==> config.mk <==
export PLATFORM = sky130hd
export DESIGN_NAME = data_bus_interconnect
export DESIGN_NICKNAME = d
export VERILOG_FILES = /design/src/rtl/data_bus_interconnect_pkg.sv /design/src/rtl/data_bus_interconnect_decoder.sv /design/src/rtl/data_bus_interconnect.sv
export SDC_FILE = /design/constraint.sdc
export NUM_CORES = 1
export LEC_CHECK = 0
export CAP_MARGIN = 20
export CORE_AREA = 2 2 140 142
export CTS_BUF_LIST = sky130_fd_sc_hd__clkbuf_4
export DETAILED_ROUTE_END_ITERATION = 16
export DIE_AREA = 0 0 142 144
export MAX_ROUTING_LAYER = met4
export PLACE_DENSITY = 0.77
export SYNTH_ARGS = -nofsm -noshare
export SYNTH_HDL_FRONTEND = slang
export SYNTH_SLANG_ARGS = --single-unit
==> constraint.sdc <==
create_clock -name clk -period 2.2 [get_ports clk]
set_input_delay 0.33 -clock clk [delete_from_list [all_inputs] [get_ports clk]]
set_output_delay 0.33 -clock clk [all_outputs]
set_load 0.05 [all_outputs]
==> src/rtl/data_bus_interconnect_pkg.sv <==
// Shared types and constants for the core data-bus interconnect.
package data_bus_interconnect_pkg;

    typedef enum logic {
        IDLE = 1'b0,
        WAIT = 1'b1
    } bus_state_t;

    // Where data_o comes from in the cycle after a request.
    typedef enum logic [1:0] {
        NONE     = 2'd0,
        SLAVE    = 2'd1,
        CAPTURED = 2'd2
    } rsrc_t;

    localparam logic [31:0] BUS_ERR_DATA = 32'h0000_0000;

endpackage

==> src/rtl/data_bus_interconnect_decoder.sv <==
// Base/mask region decoder: one-hot hit on the lowest-index matching region.
module bus_addr_decoder #(
    parameter int                      N_SLAVES  = 4,
    parameter logic [N_SLAVES*32-1:0] BASE_ADDR = {32'h3000_0000, 32'h2000_0000, 32'h0001_0000, 32'h0000_0000},
    parameter logic [N_SLAVES*32-1:0] ADDR_MASK = {N_SLAVES{32'hFFFF_0000}}
) (
    input  logic [31:0]         address_i,
    output logic [N_SLAVES-1:0] hit_o,
    output logic                hit_any_o
);

    logic [N_SLAVES-1:0] raw_hit;

    for (genvar g = 0; g < N_SLAVES; g++) begin : g_region
        assign raw_hit[g] = (address_i & ADDR_MASK[32*g +: 32]) == BASE_ADDR[32*g +: 32];
    end

    // Isolating the lowest set bit gives lowest-index priority on overlaps.
    assign hit_o     = raw_hit & (~raw_hit + N_SLAVES'(1));
    assign hit_any_o = |raw_hit;

endmodule

==> src/rtl/data_bus_interconnect.sv <==
// Core data-port interconnect: fixed-latency and handshake slaves, bus errors on
// unmapped addresses and handshake timeouts.
module data_bus_interconnect
    import data_bus_interconnect_pkg::*;
#(
    parameter int                      N_SLAVES       = 4,
    parameter logic [N_SLAVES*32-1:0] BASE_ADDR      = {32'h3000_0000, 32'h2000_0000, 32'h0001_0000, 32'h0000_0000},
    parameter logic [N_SLAVES*32-1:0] ADDR_MASK      = {N_SLAVES{32'hFFFF_0000}},
    parameter logic [N_SLAVES-1:0]    FIXED_LATENCY  = N_SLAVES'(1),
    parameter int                      TIMEOUT_CYCLES = 255,
    parameter logic [31:0]             ERR_DATA       = BUS_ERR_DATA
) (
    input  logic                   clk,
    input  logic                   reset,
    input  logic                   enable_i,
    input  logic [3:0]             write_enable_i,
    input  logic [31:0]            address_i,
    input  logic [31:0]            data_i,
    output logic [31:0]            data_o,
    output logic                   stall_o,
    output logic [N_SLAVES-1:0]    slv_enable_o,
    output logic [3:0]             slv_write_enable_o,
    output logic [31:0]            slv_address_o,
    output logic [31:0]            slv_data_o,
    input  logic [N_SLAVES*32-1:0] slv_data_i,
    input  logic [N_SLAVES-1:0]    slv_ready_i,
    output logic                   error_o,
    output logic [31:0]            err_addr_o
);

    localparam int IW = (N_SLAVES > 1) ? $clog2(N_SLAVES) : 1;
    localparam int CW = $clog2(TIMEOUT_CYCLES + 1);
    localparam logic [CW-1:0] CNT_MAX = CW'(TIMEOUT_CYCLES);

    bus_state_t          state_q;
    rsrc_t               rsrc_q;
    logic [IW-1:0]       sel_q, rsel_q, hit_idx;
    logic [CW-1:0]       cnt_q;
    logic [31:0]         rdata_q;
    logic [N_SLAVES-1:0] hit;
    logic                hit_any, hit_fixed, timeout;

    bus_addr_decoder #(
        .N_SLAVES  (N_SLAVES),
        .BASE_ADDR (BASE_ADDR),
        .ADDR_MASK (ADDR_MASK)
    ) u_dec (
        .address_i (address_i),
        .hit_o     (hit),
        .hit_any_o (hit_any)
    );

    always_comb begin
        hit_idx = '0;
        for (int k = 0; k < N_SLAVES; k++)
            if (hit[k]) hit_idx = IW'(k);
    end

    assign hit_fixed          = FIXED_LATENCY[hit_idx];
    assign timeout            = (state_q == WAIT) && !slv_ready_i[sel_q] && (cnt_q == CNT_MAX);
    assign slv_write_enable_o = write_enable_i;
    assign slv_address_o      = address_i;
    assign slv_data_o         = data_i;

    // Request outputs are gated by reset so the slave sees enable drop at once.
    always_comb begin
        slv_enable_o = '0;
        stall_o      = 1'b0;
        if (reset) begin
            if (state_q == IDLE) begin
                if (enable_i && hit_any) begin
                    slv_enable_o = hit;
                    stall_o      = !hit_fixed && !slv_ready_i[hit_idx];
                end
            end else if (!timeout) begin
                slv_enable_o[sel_q] = 1'b1;
                stall_o             = !slv_ready_i[sel_q];
            end
        end
    end

    always_comb begin
        data_o = ERR_DATA;
        case (rsrc_q)
            SLAVE:    data_o = slv_data_i[32*rsel_q +: 32];
            CAPTURED: data_o = rdata_q;
            default:  data_o = ERR_DATA;
        endcase
    end

    always_ff @(posedge clk or negedge reset) begin
        if (!reset) begin
            state_q    <= IDLE;
            rsrc_q     <= NONE;
            sel_q      <= '0;
            rsel_q     <= '0;
            cnt_q      <= '0;
            rdata_q    <= '0;
            error_o    <= 1'b0;
            err_addr_o <= '0;
        end else begin
            error_o <= 1'b0;
            if (state_q == IDLE) begin
                rsrc_q <= NONE;
                if (enable_i && !hit_any) begin
                    error_o    <= 1'b1;
                    err_addr_o <= address_i;
                end else if (enable_i && hit_fixed) begin
                    rsrc_q <= SLAVE;
                    rsel_q <= hit_idx;
                end else if (enable_i && slv_ready_i[hit_idx]) begin
                    rdata_q <= slv_data_i[32*hit_idx +: 32];
                    rsrc_q  <= CAPTURED;
                end else if (enable_i) begin
                    sel_q   <= hit_idx;
                    cnt_q   <= CW'(1);
                    state_q <= WAIT;
                end
            end else begin
                if (slv_ready_i[sel_q]) begin
                    rdata_q <= slv_data_i[32*sel_q +: 32];
                    rsrc_q  <= CAPTURED;
                    state_q <= IDLE;
                end else if (timeout) begin
                    error_o    <= 1'b1;
                    err_addr_o <= address_i;
                    rdata_q    <= ERR_DATA;
                    rsrc_q     <= CAPTURED;
                    state_q    <= IDLE;
                end else begin
                    cnt_q <= cnt_q + CW'(1);
                end
            end
        end
    end

endmodule

==> impl_metrics.ini <==
[status]
status = complete, but fails checks
violations = setup timing

[timing]
finalSetupViolCount = 101
finalSetupTns_ns = -17.72
fmax_mhz = 387
rsz0062_at_grt = true
fin_crit_sh_pct = 117
slew_headroom_pct = 51.1
fin_crit_ns = 2.58
worstMarginPinSlew_ns = 0.733
hold_viol_final = 0
finalClockSkew_ns = 0.0150
setup_slack_ns = -0.384
slew_violations = 0

[clocking]
cts_buffers = 9
insertion_delay_ns = 0.46
cts.sinks = 80
cts_tree = built
clockBufferDepth = 2
htreeDepth = 3
cts_root_buf = clkbuf_4
clk_pin_slew_ns = 0.13

[setup_path]
crit_path_max_incr_delay_ns = 0.54
cpMostUsedCell = buf_12
cp.arrival_ns = 2.25
worstSetupStartpointType = flop
reg2reg_to = err_addr_o[25]$_DFFE_PN0P_
cp_slowest_cell = mux4_2
end_kind = output port
path_cells = mux4_2, buf_6, a311oi_4, buf_12, a31oi_4, nor2b_4, buf_12
r2r_start = sel_q[0]$_DFFE_PN0P_
crit_type = reg -> out
reg2regPathDepth = 8
reg2reg_slack_ns = -0.23
path_max_fanout = 3
cp_data_required_time_ns = 1.87

[yosys]
synth_most_common_cell = dfrtp_1
synth_seq_cells = 80
async_flop_share_pct = 100
synth.top_cell.area_share_pct = 27.5
syn_nets = 893
ys_seq_area_share_pct = 27.5
yosysTopAreaCell = dfrtp_1
ys_types = 44
yosys_warnings = 0
synth_area_sq_um = 7290
synth-edff-count = 0
ys.flop_type = dfrtp_1
synthTopCellsByCount = 80 x dfrtp_1, 74 x o21ai_0, 71 x buf_4, 65 x mux4_2
synth.avg_cell_area_sq_um = 10.6
synthTopCellsByArea = dfrtp_1 27%, mux4_2 20%, buf_4 7.3%
synthCells = 687

[floorplan]
pin_count = 341
dieArea_sq_um = 20400
core_sq_um = 19100
fp.dieW_um = 142
rows = 51
die_y_um = 144
initial_core_util_pct = 38.2

[route]
routedWlPerCell_um = 23.1
num_vias = 7083
drcViolationCount = 0
wl_met2_um = 13900
finalWirelength_um = 27300
post_drt_via_cell_ratio = 6.00
firstDrtPassIters = 5
drtAntennaViolNets = 0
route.met3.wl_um = 2300
top_layer = met4
wl_met1_um = 10300
drtIter0Drc = 491

[cells_and_area]
multiInputGateArea_sq_um = 4950
nets = 1143
final_core_util_pct = 60.9
area_growth_pct = 59.5
regArea_sq_um = 2010
drive_above_1_share_pct = 43.3
fillerInstances = 1489
instances_no_fill = 1181

[hold_path]
holdCritPathClass = in -> async

[global_routing]
track_usage_pct = 26.0
grt_pass1_wl_um = 39400
grt_overflow = 0
antenna_found_initial = 1
grt_max_degree = 43
grt_pass1_vias = 7128

[placed_design]
port_buffers = 268
placedCellCount = 1131
pre_cts_ws_ns = -0.485
gp_congestion = 0.863
dpl.hpwl_um = 17900

[power]
total_power_mw = 4.47
worst_ir_drop_vdd_mv = 0.198
p_leak_nw = 4.51
p_per_area_nw_per_um2 = 385

[job]
drv_cap = 0
## stage by stage
step                area, sq um  hold WS (ns)
floorplan                  7380        0.0344
global placement          10500         0.214
detailed placement        10500         0.215
CTS                       11200         0.222
global route              11600         0.256
finish                    11600         0.264
## cell families (layout without fill, tap and decap cells)
family | count (synthesis) | in the layout | synth area share (%)
AOI/OAI and AO/OA | 192 | 192 | 17.0
muxes | 164 | 164 | 36.3
buffers and inverters | 138 | 393 | 11.3
and+or+nand+nor | 110 | 110 | 7.37
DFF | 80 | 80 | 27.5
adders and majority gates | 3 | 3 | 0.515
other | 0 | 1 | 0
## flip-flops by register name, summed over array words and instances, names as in the netlist
register    count
err_addr_o     32
rdata_q        32
cnt_q           8
rsel_q          2
rsrc_q          2
sel_q           2
error_o         1
state_q         1
## cell type report
| cell class | count | area share (%) |
|---|---|---|
| inverter | 4 | 0.129 |
| clock inverter | 6 | 0.926 |
| tap | 238 | 2.56 |
| clock buffer | 10 | 0.646 |
| timing repair buffer | 373 | 35.9 |
| antenna | 1 | 0.0215 |
| multi-input combinational | 469 | 42.6 |
| sequential | 80 | 17.3 |
## how the worst max path moves through the flow
stage,from,end,cells past startpoint
floorplan,address_i[21],slv_enable_o[3],6
global placement,address_i[17],rdata_q[1]$_DFFE_PN0P_,8
detailed placement,address_i[21],rdata_q[0]$_DFFE_PN0P_,7
CTS,sel_q[0]$_DFFE_PN0P_,stall_o,7
global route,sel_q[0]$_DFFE_PN0P_,stall_o,7
finish,sel_q[0]$_DFFE_PN0P_,stall_o,7
## power breakdown
group	total [mW]	internal [mW]	switching (mW)	leakage (nW)
sequential	1.72	1.61	0.105	0.989
clock	1.14	0.584	0.560	0.0964
combinational	1.61	0.840	0.770	3.43
total	4.47	3.04	1.44	4.51
## per-layer routing
layer	up-vias	global-route usage, %
li1	3089	-
met1	3530	30.8
met2	403	44.0
met3	61	5.23
met4	0	9.79
met5	-	-
## layout by cell type, fill, tap and decap left out, drive strengths merged, types with 2 or more instances in the layout
master,n
a2bb2oi,33
ha,3
a22oi,32
o21a,2
nor3,4
a21boi,2
nand4,3
nand2,7
clkinv,3
clkdlybuf4s50,197
nor2b,4
a21oi,34
and3,2
o31ai,3
mux2i,34
and2,5
buf,168
clkbuf,16
nor4,3
o21ai,75
inv,3
nand4b,2
a31oi,2
nand3,35
bufinv,3
a311o,2
nor3b,2
nor2,40
a41oi,2
mux2,65
dfrtp,80
mux4,65
## critical path, delay by kind of cell (launching register included)
| family | cells | cell delay (ns) |
|---|---|---|
| muxes | 1 | 0.54 |
| DFF | 1 | 0.39 |
| buffers and inverters | 3 | 0.44 |
| and+or+nand+nor | 1 | 0.15 |
| AOI/OAI and AO/OA | 2 | 0.28 |
## timing repair
action	in CTS	in global routing
cloned	5	8
resized for setup	60	50
pin swaps	34	5
hold buffers	1	0
endpoints found under the setup margin	37	108
endpoints found under the hold margin	12	0
buffers inserted	14	6
(Power assumes the default switching activity.)
